**config.mk**
```make
export PLATFORM = sky130hd
export DESIGN_NAME = lse_simd_4x6b_feeder
export DESIGN_NICKNAME = d
export VERILOG_FILES = /design/src/rtl/lse_simd_4x6b_feeder.sv
export SDC_FILE = /design/constraint.sdc
export NUM_CORES = 1
export LEC_CHECK = 0
export CAP_MARGIN = 20
export CORE_MARGIN = 2
export CORE_UTILIZATION = 45
export CTS_BUF_LIST = sky130_fd_sc_hd__clkbuf_2
export CTS_CLUSTER_DIAMETER = 150
export DETAILED_ROUTE_END_ITERATION = 6
export GPL_TIMING_DRIVEN = 0
export HOLD_SLACK_MARGIN = 0.12
export PLACE_DENSITY_LB_ADDON = 0.1
export SLEW_MARGIN = 20
export SYNTH_ARGS = -nofsm -noshare
export SYNTH_HDL_FRONTEND = slang
export SYNTH_SLANG_ARGS = --single-unit
```
**constraint.sdc**
```tcl
create_clock -name clk -period 3.9 [get_ports clk]
set_input_delay 0.39 -clock clk [delete_from_list [all_inputs] [get_ports clk]]
set_output_delay 0.39 -clock clk [all_outputs]
set_load 0.03 [all_outputs]
```
**src/rtl/lse_simd_4x6b_feeder.sv**
```systemverilog
// lse_simd_4x6b_feeder
// Packs a serial stream of 6-bit operand pairs into four-lane X/Y words for the
// SIMD LSE unit. Groups close on a full word, end-of-stream, a pe_mode change or
// an idle timeout; unused lanes are filled with the most-negative log value.
module lse_simd_4x6b_feeder #(
    parameter int                        CHANNEL_WIDTH = 6,
    parameter int                        LANES         = 4,
    parameter int                        DATA_WIDTH    = CHANNEL_WIDTH * LANES,
    parameter logic [CHANNEL_WIDTH-1:0]  PAD_VALUE     = 6'b100000,
    parameter int                        IDLE_TIMEOUT  = 16
) (
    input  logic                     clk,
    input  logic                     rst,
    input  logic                     in_valid,
    output logic                     in_ready,
    input  logic [CHANNEL_WIDTH-1:0] in_a,
    input  logic [CHANNEL_WIDTH-1:0] in_b,
    input  logic [1:0]               in_mode,
    input  logic                     in_last,
    output logic                     out_valid,
    input  logic                     out_ready,
    output logic [DATA_WIDTH-1:0]    x_out,
    output logic [DATA_WIDTH-1:0]    y_out,
    output logic [LANES-1:0]         lane_mask,
    output logic [1:0]               mode_out
);

    localparam int                CNT_W    = (LANES > 1) ? $clog2(LANES) : 1;
    localparam logic [CNT_W-1:0]  CNT_LAST = CNT_W'(LANES - 1);
    localparam int                TMR_W    = (IDLE_TIMEOUT > 1) ? $clog2(IDLE_TIMEOUT) : 1;
    localparam logic [TMR_W-1:0]  TMR_LAST = TMR_W'((IDLE_TIMEOUT > 0) ? IDLE_TIMEOUT - 1 : 0);
    localparam bit                TMR_EN   = (IDLE_TIMEOUT > 0);

    // Assembly state
    logic [DATA_WIDTH-1:0] r_asm_x;
    logic [DATA_WIDTH-1:0] r_asm_y;
    logic [LANES-1:0]      r_asm_mask;
    logic [1:0]            r_asm_mode;
    logic [CNT_W-1:0]      r_cnt;
    logic                  r_pending;
    logic [TMR_W-1:0]      r_timer;

    // Output register
    logic [DATA_WIDTH-1:0] r_out_x;
    logic [DATA_WIDTH-1:0] r_out_y;
    logic [LANES-1:0]      r_out_mask;
    logic [1:0]            r_out_mode;
    logic                  r_out_valid;

    logic                  w_out_free;
    logic                  w_accept;
    logic                  w_mismatch;
    logic                  w_close_pend;
    logic                  w_close_new;
    logic                  w_idle;
    logic [DATA_WIDTH-1:0] w_old_x;
    logic [DATA_WIDTH-1:0] w_old_y;
    logic [DATA_WIDTH-1:0] w_new_x;
    logic [DATA_WIDTH-1:0] w_new_y;
    logic [LANES-1:0]      w_new_mask;
    logic [1:0]            w_new_mode;
    logic [DATA_WIDTH-1:0] w_fresh_x;
    logic [DATA_WIDTH-1:0] w_fresh_y;

    // Upstream may only push while the output slot can take a word and nothing is waiting to move
    assign w_out_free   = !r_out_valid || out_ready;
    assign in_ready     = w_out_free && !r_pending;
    assign w_accept     = in_valid && in_ready;
    assign w_mismatch   = (r_cnt != '0) && (in_mode != r_asm_mode);
    assign w_close_pend = r_pending && w_out_free;
    assign w_close_new  = (r_cnt == CNT_LAST) || in_last;
    assign w_idle       = (r_cnt != '0) && !r_pending && !w_accept;

    assign out_valid = r_out_valid;
    assign x_out     = r_out_x;
    assign y_out     = r_out_y;
    assign lane_mask = r_out_mask;
    assign mode_out  = r_out_mode;

    // Padded views of the assembly: as it stands, with the incoming pair inserted, and a fresh one-lane group
    always_comb begin
        w_old_x    = '0;
        w_old_y    = '0;
        w_new_x    = '0;
        w_new_y    = '0;
        w_new_mask = '0;
        w_new_mode = (r_cnt == '0) ? in_mode : r_asm_mode;
        w_fresh_x  = {{(LANES-1){PAD_VALUE}}, in_a};
        w_fresh_y  = {{(LANES-1){PAD_VALUE}}, in_b};
        for (int i = 0; i < LANES; i++) begin
            w_old_x[i*CHANNEL_WIDTH +: CHANNEL_WIDTH] =
                r_asm_mask[i] ? r_asm_x[i*CHANNEL_WIDTH +: CHANNEL_WIDTH] : PAD_VALUE;
            w_old_y[i*CHANNEL_WIDTH +: CHANNEL_WIDTH] =
                r_asm_mask[i] ? r_asm_y[i*CHANNEL_WIDTH +: CHANNEL_WIDTH] : PAD_VALUE;
            if (r_cnt == CNT_W'(i)) begin
                w_new_x[i*CHANNEL_WIDTH +: CHANNEL_WIDTH] = in_a;
                w_new_y[i*CHANNEL_WIDTH +: CHANNEL_WIDTH] = in_b;
                w_new_mask[i] = 1'b1;
            end else begin
                w_new_x[i*CHANNEL_WIDTH +: CHANNEL_WIDTH] = w_old_x[i*CHANNEL_WIDTH +: CHANNEL_WIDTH];
                w_new_y[i*CHANNEL_WIDTH +: CHANNEL_WIDTH] = w_old_y[i*CHANNEL_WIDTH +: CHANNEL_WIDTH];
                w_new_mask[i] = r_asm_mask[i];
            end
        end
    end

    // Assembly, close decisions, idle timer and the output register, all updated together
    always_ff @(posedge clk or posedge rst) begin
        if (rst) begin
            r_asm_x     <= '0;
            r_asm_y     <= '0;
            r_asm_mask  <= '0;
            r_asm_mode  <= '0;
            r_cnt       <= '0;
            r_pending   <= 1'b0;
            r_timer     <= '0;
            r_out_x     <= '0;
            r_out_y     <= '0;
            r_out_mask  <= '0;
            r_out_mode  <= '0;
            r_out_valid <= 1'b0;
        end else begin
            if (out_ready) begin
                r_out_valid <= 1'b0;
            end
            if (w_close_pend) begin
                r_out_x     <= w_old_x;
                r_out_y     <= w_old_y;
                r_out_mask  <= r_asm_mask;
                r_out_mode  <= r_asm_mode;
                r_out_valid <= 1'b1;
                r_asm_mask  <= '0;
                r_cnt       <= '0;
                r_pending   <= 1'b0;
                r_timer     <= '0;
            end else if (w_accept) begin
                r_timer <= '0;
                if (w_mismatch) begin
                    r_out_x     <= w_old_x;
                    r_out_y     <= w_old_y;
                    r_out_mask  <= r_asm_mask;
                    r_out_mode  <= r_asm_mode;
                    r_out_valid <= 1'b1;
                    r_asm_x     <= w_fresh_x;
                    r_asm_y     <= w_fresh_y;
                    r_asm_mask  <= LANES'(1);
                    r_asm_mode  <= in_mode;
                    r_cnt       <= CNT_W'(1);
                    r_pending   <= in_last;
                end else if (w_close_new) begin
                    r_out_x     <= w_new_x;
                    r_out_y     <= w_new_y;
                    r_out_mask  <= w_new_mask;
                    r_out_mode  <= w_new_mode;
                    r_out_valid <= 1'b1;
                    r_asm_mask  <= '0;
                    r_cnt       <= '0;
                end else begin
                    r_asm_x    <= w_new_x;
                    r_asm_y    <= w_new_y;
                    r_asm_mask <= w_new_mask;
                    r_asm_mode <= w_new_mode;
                    r_cnt      <= r_cnt + 1'b1;
                end
            end else if (TMR_EN && w_idle) begin
                if (r_timer == TMR_LAST) begin
                    r_pending <= 1'b1;
                    r_timer   <= '0;
                end else begin
                    r_timer <= r_timer + 1'b1;
                end
            end
        end
    end

endmodule

```
======== After elaboration in Yosys (flattened, before gate mapping) ========
Index checks and enable logic that the tools add are counted.
storage, ports and cells
  input bits .............................. 19
  register bits after elaboration ......... 116
  output and inout bits ................... 56
  word-level logic and storage cells ...... 107
operators by class
  bitwise logic cells ..................... 1
  muxes and demuxes ....................... 65
  add/subtract/negate cells ............... 2
  reduce and logical (&&, ||, !) cells .... 20
  equal/unequal tests ..................... 7
operators by type and width
  operator                                                               number
  24-bit 2-to-1 mux                                                      12
  6-bit 2-to-1 mux                                                       16
  4-bit 2-to-1 mux                                                       12
  2-bit 2-to-1 mux                                                       11
  1-bit 2-to-1 mux                                                       14
  3-bit nonzero test                                                     3
  1-bit logical AND                                                      6
  3-bit AND reduction                                                    2
  4-bit by 1-bit adder with 4-bit output, second input constant          1
  2-bit equality test, second input constant                             2
  4-bit equality test, second input constant                             1
  2-bit nonzero test                                                     2
  1-bit zero test                                                        3
  3-bit by 1-bit != test with 1-bit output, second input constant        1
  2-bit by 1-bit adder with 2-bit output, second input constant          1
  2-bit by 1-bit equality test with 1-bit output, second input constant  1
  2-bit zero test                                                        1
  1-bit logical OR                                                       2
  2-bit != test                                                          1
  2-bit != test, second input constant                                   1
  2-bit AND reduction                                                    1
  1-bit inverter                                                         1

======== Depth between registers and ports, before layout ========
  depth in word-level cells ............... 9
  depth in mapped cells ................... 9
  mapped depth without buffers ............ 6

======== Least setup slack after synthesis ========
Ideal clock, no wire load.
  path type ............................... reg-to-reg
  start ................................... reg r_cnt[0]
  end ..................................... reg r_out_y[16], in the netlist y_out[16]
  library setup time ...................... 82 ps
  buffers on the path ..................... 3
  path slack .............................. 1897 ps
  required time ........................... 3818 ps
  data arrival time ....................... 1922 ps
  stages on the path, launching flop included .. 9
  clock period less this slack ............ 2003 ps
  cells stage by stage .................... dfrtp_1 > ha_1 > or2_2 > clkbuf_1 > nand3_1 > nand3_2 > buf_6 > buf_2 > a31oi_1
between the ends
  cells in the longest elaborated chain, start to end .. 6
  elaborated cells on any way between the ends .. 12
  classes of those cells .................. eq/ne (2); mux (5); reduce/logical (5)
RTL lines
  what                      line  text
  start: declaration        39    logic [CNT_W-1:0] r_cnt;
  start signal: assignment  163   r_cnt <= r_cnt + 1'b1;
  2-bit equality test       95    if (r_cnt == CNT_W'(i)) begin
  6-bit 2-to-1 mux          95
  24-bit 2-to-1 mux         150   end else if (w_close_new) begin
  24-bit 2-to-1 mux         138   if (w_mismatch) begin
  24-bit 2-to-1 mux         136   end else if (w_accept) begin
  24-bit 2-to-1 mux         126   if (w_close_pend) begin
  end signal: assignment    128   r_out_y <= w_old_y;
  end signal: assignment    140   r_out_y <= w_old_y;
  end signal: assignment    152   r_out_y <= w_new_y;
  end: declaration          45    logic [DATA_WIDTH-1:0] r_out_y;
Parallel ways exist; a longest one is shown, timed or not. The select of a mux whose other input is x is not followed.
A chain may end at the register's enable or synchronous reset.

======== Worst setup path in the final report ========
  start ................................... reg r_cnt[0]
  end ..................................... reg r_out_y[2], in the netlist y_out[2]
between the ends
  cells in the longest elaborated chain, start to end .. 6
  elaborated cells on any way between the ends .. 12
  classes of those cells .................. eq/ne (1); mux (5); reduce/logical (6)
RTL lines
  what               line
  2-bit zero test    95
  6-bit 2-to-1 mux   95
  24-bit 2-to-1 mux  150
  24-bit 2-to-1 mux  138
  24-bit 2-to-1 mux  136
  24-bit 2-to-1 mux  126
Parallel ways exist; a longest one is shown, timed or not. The select of a mux whose other input is x is not followed.

==> summary.json <==
{
  "synthArstFlopShare": {"value": 100.0, "unit": "%"},
  "grt_setup_unrepaired": {"value": "false"},
  "critical_path.startpoint_type": {"value": "register"},
  "insertedDiodeCount": {"value": 0},
  "antenna_violations_before_repair": {"value": 0},
  "synth-seq-cells": {"value": 116},
  "report.final.slew_viol_count": {"value": 0},
  "placement.io_buffers": {"value": 74},
  "ir_worst_vdd": {"value": 0.4182, "unit": "mV"},
  "post_synth_main_area_contributors": {"value": "sky130_fd_sc_hd__dfrtp_1 52%, sky130_fd_sc_hd__nor4_1 5.2%, sky130_fd_sc_hd__a22o_1 4.7%"},
  "synth_cells": {"value": 528},
  "first_pass_grt_wire_length": {"value": 28.10, "unit": "mm"},
  "gr-total-overflow": {"value": 0},
  "htree_num_levels": {"value": 4},
  "design.core.area": {"value": 0.01206, "unit": "mm2"},
  "syn_avg_cell_area": {"value": 10.57, "unit": "um2"},
  "wl_per_cell": {"value": 21.94, "unit": "um"},
  "timing.critical_path.to": {"value": "y_out[2]$_DFFE_PP0P_"},
  "die-height": {"value": 115.4, "unit": "um"},
  "worst_r2r_startpoint": {"value": "r_cnt[0]$_DFFE_PP0P_"},
  "finish.utilization": {"value": 56.67, "unit": "%"},
  "firstDrtPassIters": {"value": 7},
  "grt_start_max_net_pins": {"value": 78},
  "cts_root_buffer": {"value": "sky130_fd_sc_hd__clkbuf_2"},
  "drt-vias-per-instance": {"value": 6.252},
  "grt_use_total": {"value": 28.56, "unit": "%"},
  "hold_viol": {"value": 0},
  "placement.setup.worst_slack": {"value": 0.9578, "unit": "ns"},
  "synth_edf_count": {"value": 0},
  "synthesis.nets": {"value": 552},
  "slew_headroom": {"value": 27.45, "unit": "%"},
  "drt.antenna.violating_nets": {"value": 0},
  "crit_path_end_kind": {"value": "register"},
  "numClockSinks": {"value": 116},
  "io-pin-count": {"value": 75},
  "clk_pin_slew_worst_paths": {"value": 0.18, "unit": "ns"},
  "cts_buf_count": {"value": 17},
  "multi_input_area": {"value": 0.002263, "unit": "mm2"},
  "die_area": {"value": 0.01331, "unit": "mm2"},
  "synth_top_area_cell": {"value": "sky130_fd_sc_hd__dfrtp_1"},
  "status": {"value": "complete, no violations"},
  "period_share": {"value": 71.40, "unit": "%"},
  "ff_latch_area": {"value": 0.002903, "unit": "mm2"},
  "path_max_fanout": {"value": 10},
  "post_cts_buffers": {"value": 0},
  "post-synth-top-count-cell": {"value": "sky130_fd_sc_hd__dfrtp_1"},
  "cp_cell_sequence": {"value": "ha_1 > or2_2 > clkbuf_1 > nand3_1 > nand3_2 > clkbuf_1 > a31oi_1"},
  "hp-class": {"value": "in -> reg"},
  "worst_pin_slew": {"value": 1.088, "unit": "ns"},
  "ff2ff_path_depth": {"value": 7},
  "drt_iter0_drc": {"value": 603},
  "post_route_cells_drive_above_1_share": {"value": 10.85, "unit": "%"},
  "number_of_standard_cell_rows_in_the_floorplan": {"value": 40},
  "setup.worst_path.class": {"value": "reg -> reg"},
  "fmaxAchievable": {"value": 0.3591, "unit": "GHz"},
  "die_w": {"value": 115.4, "unit": "um"},
  "startpoint": {"value": "r_cnt[0]$_DFFE_PP0P_"},
  "fin_crit": {"value": 2.784, "unit": "ns"},
  "syn_to_final_growth": {"value": 22.43, "unit": "%"},
  "tritoncts": {"value": "built"},
  "worstSkewPairLatency": {"value": 0.71, "unit": "ns"},
  "finalWorstSetupSlack": {"value": 1.116, "unit": "ns"},
  "global_placement_routability_congestion": {"value": 0.9275},
  "p_leak": {"value": 2.753, "unit": "nW"},
  "final-setup-viol-count": {"value": 0},
  "drcViolationCount": {"value": 0},
  "postSynth.topFlopCell": {"value": "sky130_fd_sc_hd__dfrtp_1"},
  "ys_top_cells_by_count": {"value": "116 x sky130_fd_sc_hd__dfrtp_1, 46 x sky130_fd_sc_hd__nor4_1, 41 x sky130_fd_sc_hd__a31oi_1, 37 x sky130_fd_sc_hd__nand4_1"},
  "drt-total-wl": {"value": 17.64, "unit": "mm"},
  "reg2reg_to": {"value": "y_out[2]$_DFFE_PP0P_"},
  "synth.cell_area": {"value": 0.005583, "unit": "mm2"},
  "max-cap-violations": {"value": 0},
  "required_time_at_the_worst_slack_endpoint": {"value": 4.46, "unit": "ns"},
  "ff2ff_setup_slack": {"value": 1.12, "unit": "ns"},
  "critical_path.slowest_cell": {"value": "sky130_fd_sc_hd__clkbuf_1"},
  "worst_clock_skew": {"value": 0.02353, "unit": "ns"},
  "synth_largest_type_area_fraction": {"value": 51.99, "unit": "%"},
  "power_density": {"value": 878.9, "unit": "mW/mm2"},
  "cts_resized": {"value": 0},
  "via_count_of_the_first_global_routing_pass": {"value": 5028},
  "cpMostUsedCell": {"value": "sky130_fd_sc_hd__clkbuf_1"},
  "yosys_warnings": {"value": 0},
  "netlist-cell-type-count": {"value": 43},
  "route.vias.total": {"value": 5027},
  "dp.final_hpwl": {"value": 12.17, "unit": "mm"},
  "cpPeakStageDelay": {"value": 0.52, "unit": "ns"},
  "initial_utilization": {"value": 46.29, "unit": "%"},
  "worst-endpoint-arrival": {"value": 3.35, "unit": "ns"},
  "num-fill-cells": {"value": 1091},
  "clockBufferDepth": {"value": 2},
  "seq_area_frac_synth": {"value": 51.99, "unit": "%"},
  "final_nets": {"value": 647}
}
[flip-flops by register name (all words and copies together), names as in the netlist]
register    flops
y_out          24
x_out          24
r_asm_x        24
r_asm_mask      4
mode_out        2
r_asm_mode      2
r_timer         4
r_cnt           2
r_pending       1
lane_mask       4
out_valid       1
r_asm_y        24
[per-stage QoR]
stage                     total power [W]  area, um2  instances  hold WS [ns]  setup TNS (ns)
after CTS                        0.006010       6835        804        0.3219               0
after detailed placement         0.005127       6566        771        0.4552               0
final                            0.006007       6835        804        0.3510               0
after floorplan                  0.003933       5583        528        0.4356               0
after global routing             0.006348       6835        804        0.3260               0
after global placement           0.005069       6534        770        0.4528         -148.05
[worst min path at each step]
stage / slack (ns) / from / cells after the start / end
6_report: 0.35 / in_mode[0] / 3 / mode_out[0]$_DFFE_PP0P_
5_1_grt: 0.33 / in_mode[0] / 3 / mode_out[0]$_DFFE_PP0P_
4_1_cts: 0.32 / in_mode[0] / 3 / mode_out[0]$_DFFE_PP0P_
3_5_place_dp: 0.46 / r_asm_x[23]$_DFFE_PP0P_ / 1 / r_asm_x[23]$_DFFE_PP0P_
3_3_place_gp: 0.45 / r_asm_y[23]$_DFFE_PP0P_ / 1 / r_asm_y[23]$_DFFE_PP0P_
2_1_floorplan: 0.44 / r_asm_x[23]$_DFFE_PP0P_ / 1 / r_asm_x[23]$_DFFE_PP0P_
[final cells by class]
type	count	area share, %
plain buffers	53	5.052
multi-input cells	340	33.11
repair buffers	76	11.39
flip-flops and latches	116	42.47
well taps	168	3.075
clock inverters	13	2.398
inverters	19	1.117
clock buffers	19	1.391
[where the power goes]
group / switching [W] / leakage [nW] / internal (W)
Combinational: 0.00199 / 1.17 / 0.00120
Clock: 0.000467 / 0.151 / 0.000414
Sequential: 0.000281 / 1.43 / 0.00166
[layer usage]
| metal | up-vias | track usage [%] | part of all wire [%] |
|---|---|---|---|
| li1 | 2247 | - | - |
| met1 | 2475 | 39.25 | 42 |
| met2 | 258 | 44.02 | 46 |
| met3 | 47 | 5.851 | 8.2 |
| met4 | 0 | 12.37 | 3.1 |
| met5 | - | 0 | 0 |
[layout by cell type (no fill, tap or decap), drive strengths merged]
cell / count
o21ai: 23
dfrtp: 116
clkinv: 7
a22oi: 6
a31oi: 45
ha: 5
buf: 21
nor4: 46
a21oi: 14
a2111oi: 1
and4: 1
nor2: 11
o211ai: 30
clkinvlp: 2
dlygate4sd1: 1
dlygate4sd3: 1
nand4: 37
inv: 19
mux2: 5
o2111ai: 1
a311oi: 6
or3: 1
nand3b: 1
a2bb2oi: 1
o31ai: 6
and2b: 1
nand3: 15
nor3: 9
bufinv: 4
or2: 1
a22o: 30
nand2: 24
nand2b: 3
xor2: 3
o21a: 2
xnor2: 2
and2: 10
clkdlybuf4s50: 74
clkbuf: 51
[what timing repair did]
item                                    in CTS  in global routing
endpoints found under the setup margin       0                  0
endpoints found under the hold margin       39                  0
hold buffers                                 1                  0
[critical path, delay by kind of cell (launching register included)]
kind / cells / cell delay [ns]
AND/OR/NAND/NOR: 3 / 0.83
adder cells (fa/ha/maj): 1 / 0.31
buffers and inverters: 2 / 0.88
AO/OA/AOI/OAI: 1 / 0.20
flip-flops: 1 / 0.44
[cells by family (layout without fill, tap and decap cells)]
logic type	count (synthesis)	count (layout)	share of synthesized area, %
AND/OR/NAND/NOR	160	160	16.38
buffers and inverters	72	180	7.463
flip-flops	116	116	51.99
XOR/XNOR	5	5	0.7845
multiplexers	5	5	1.008
adder cells (fa/ha/maj)	5	5	1.121
AO/OA/AOI/OAI	165	165	21.25
Power figures use the tool's default switching activity.
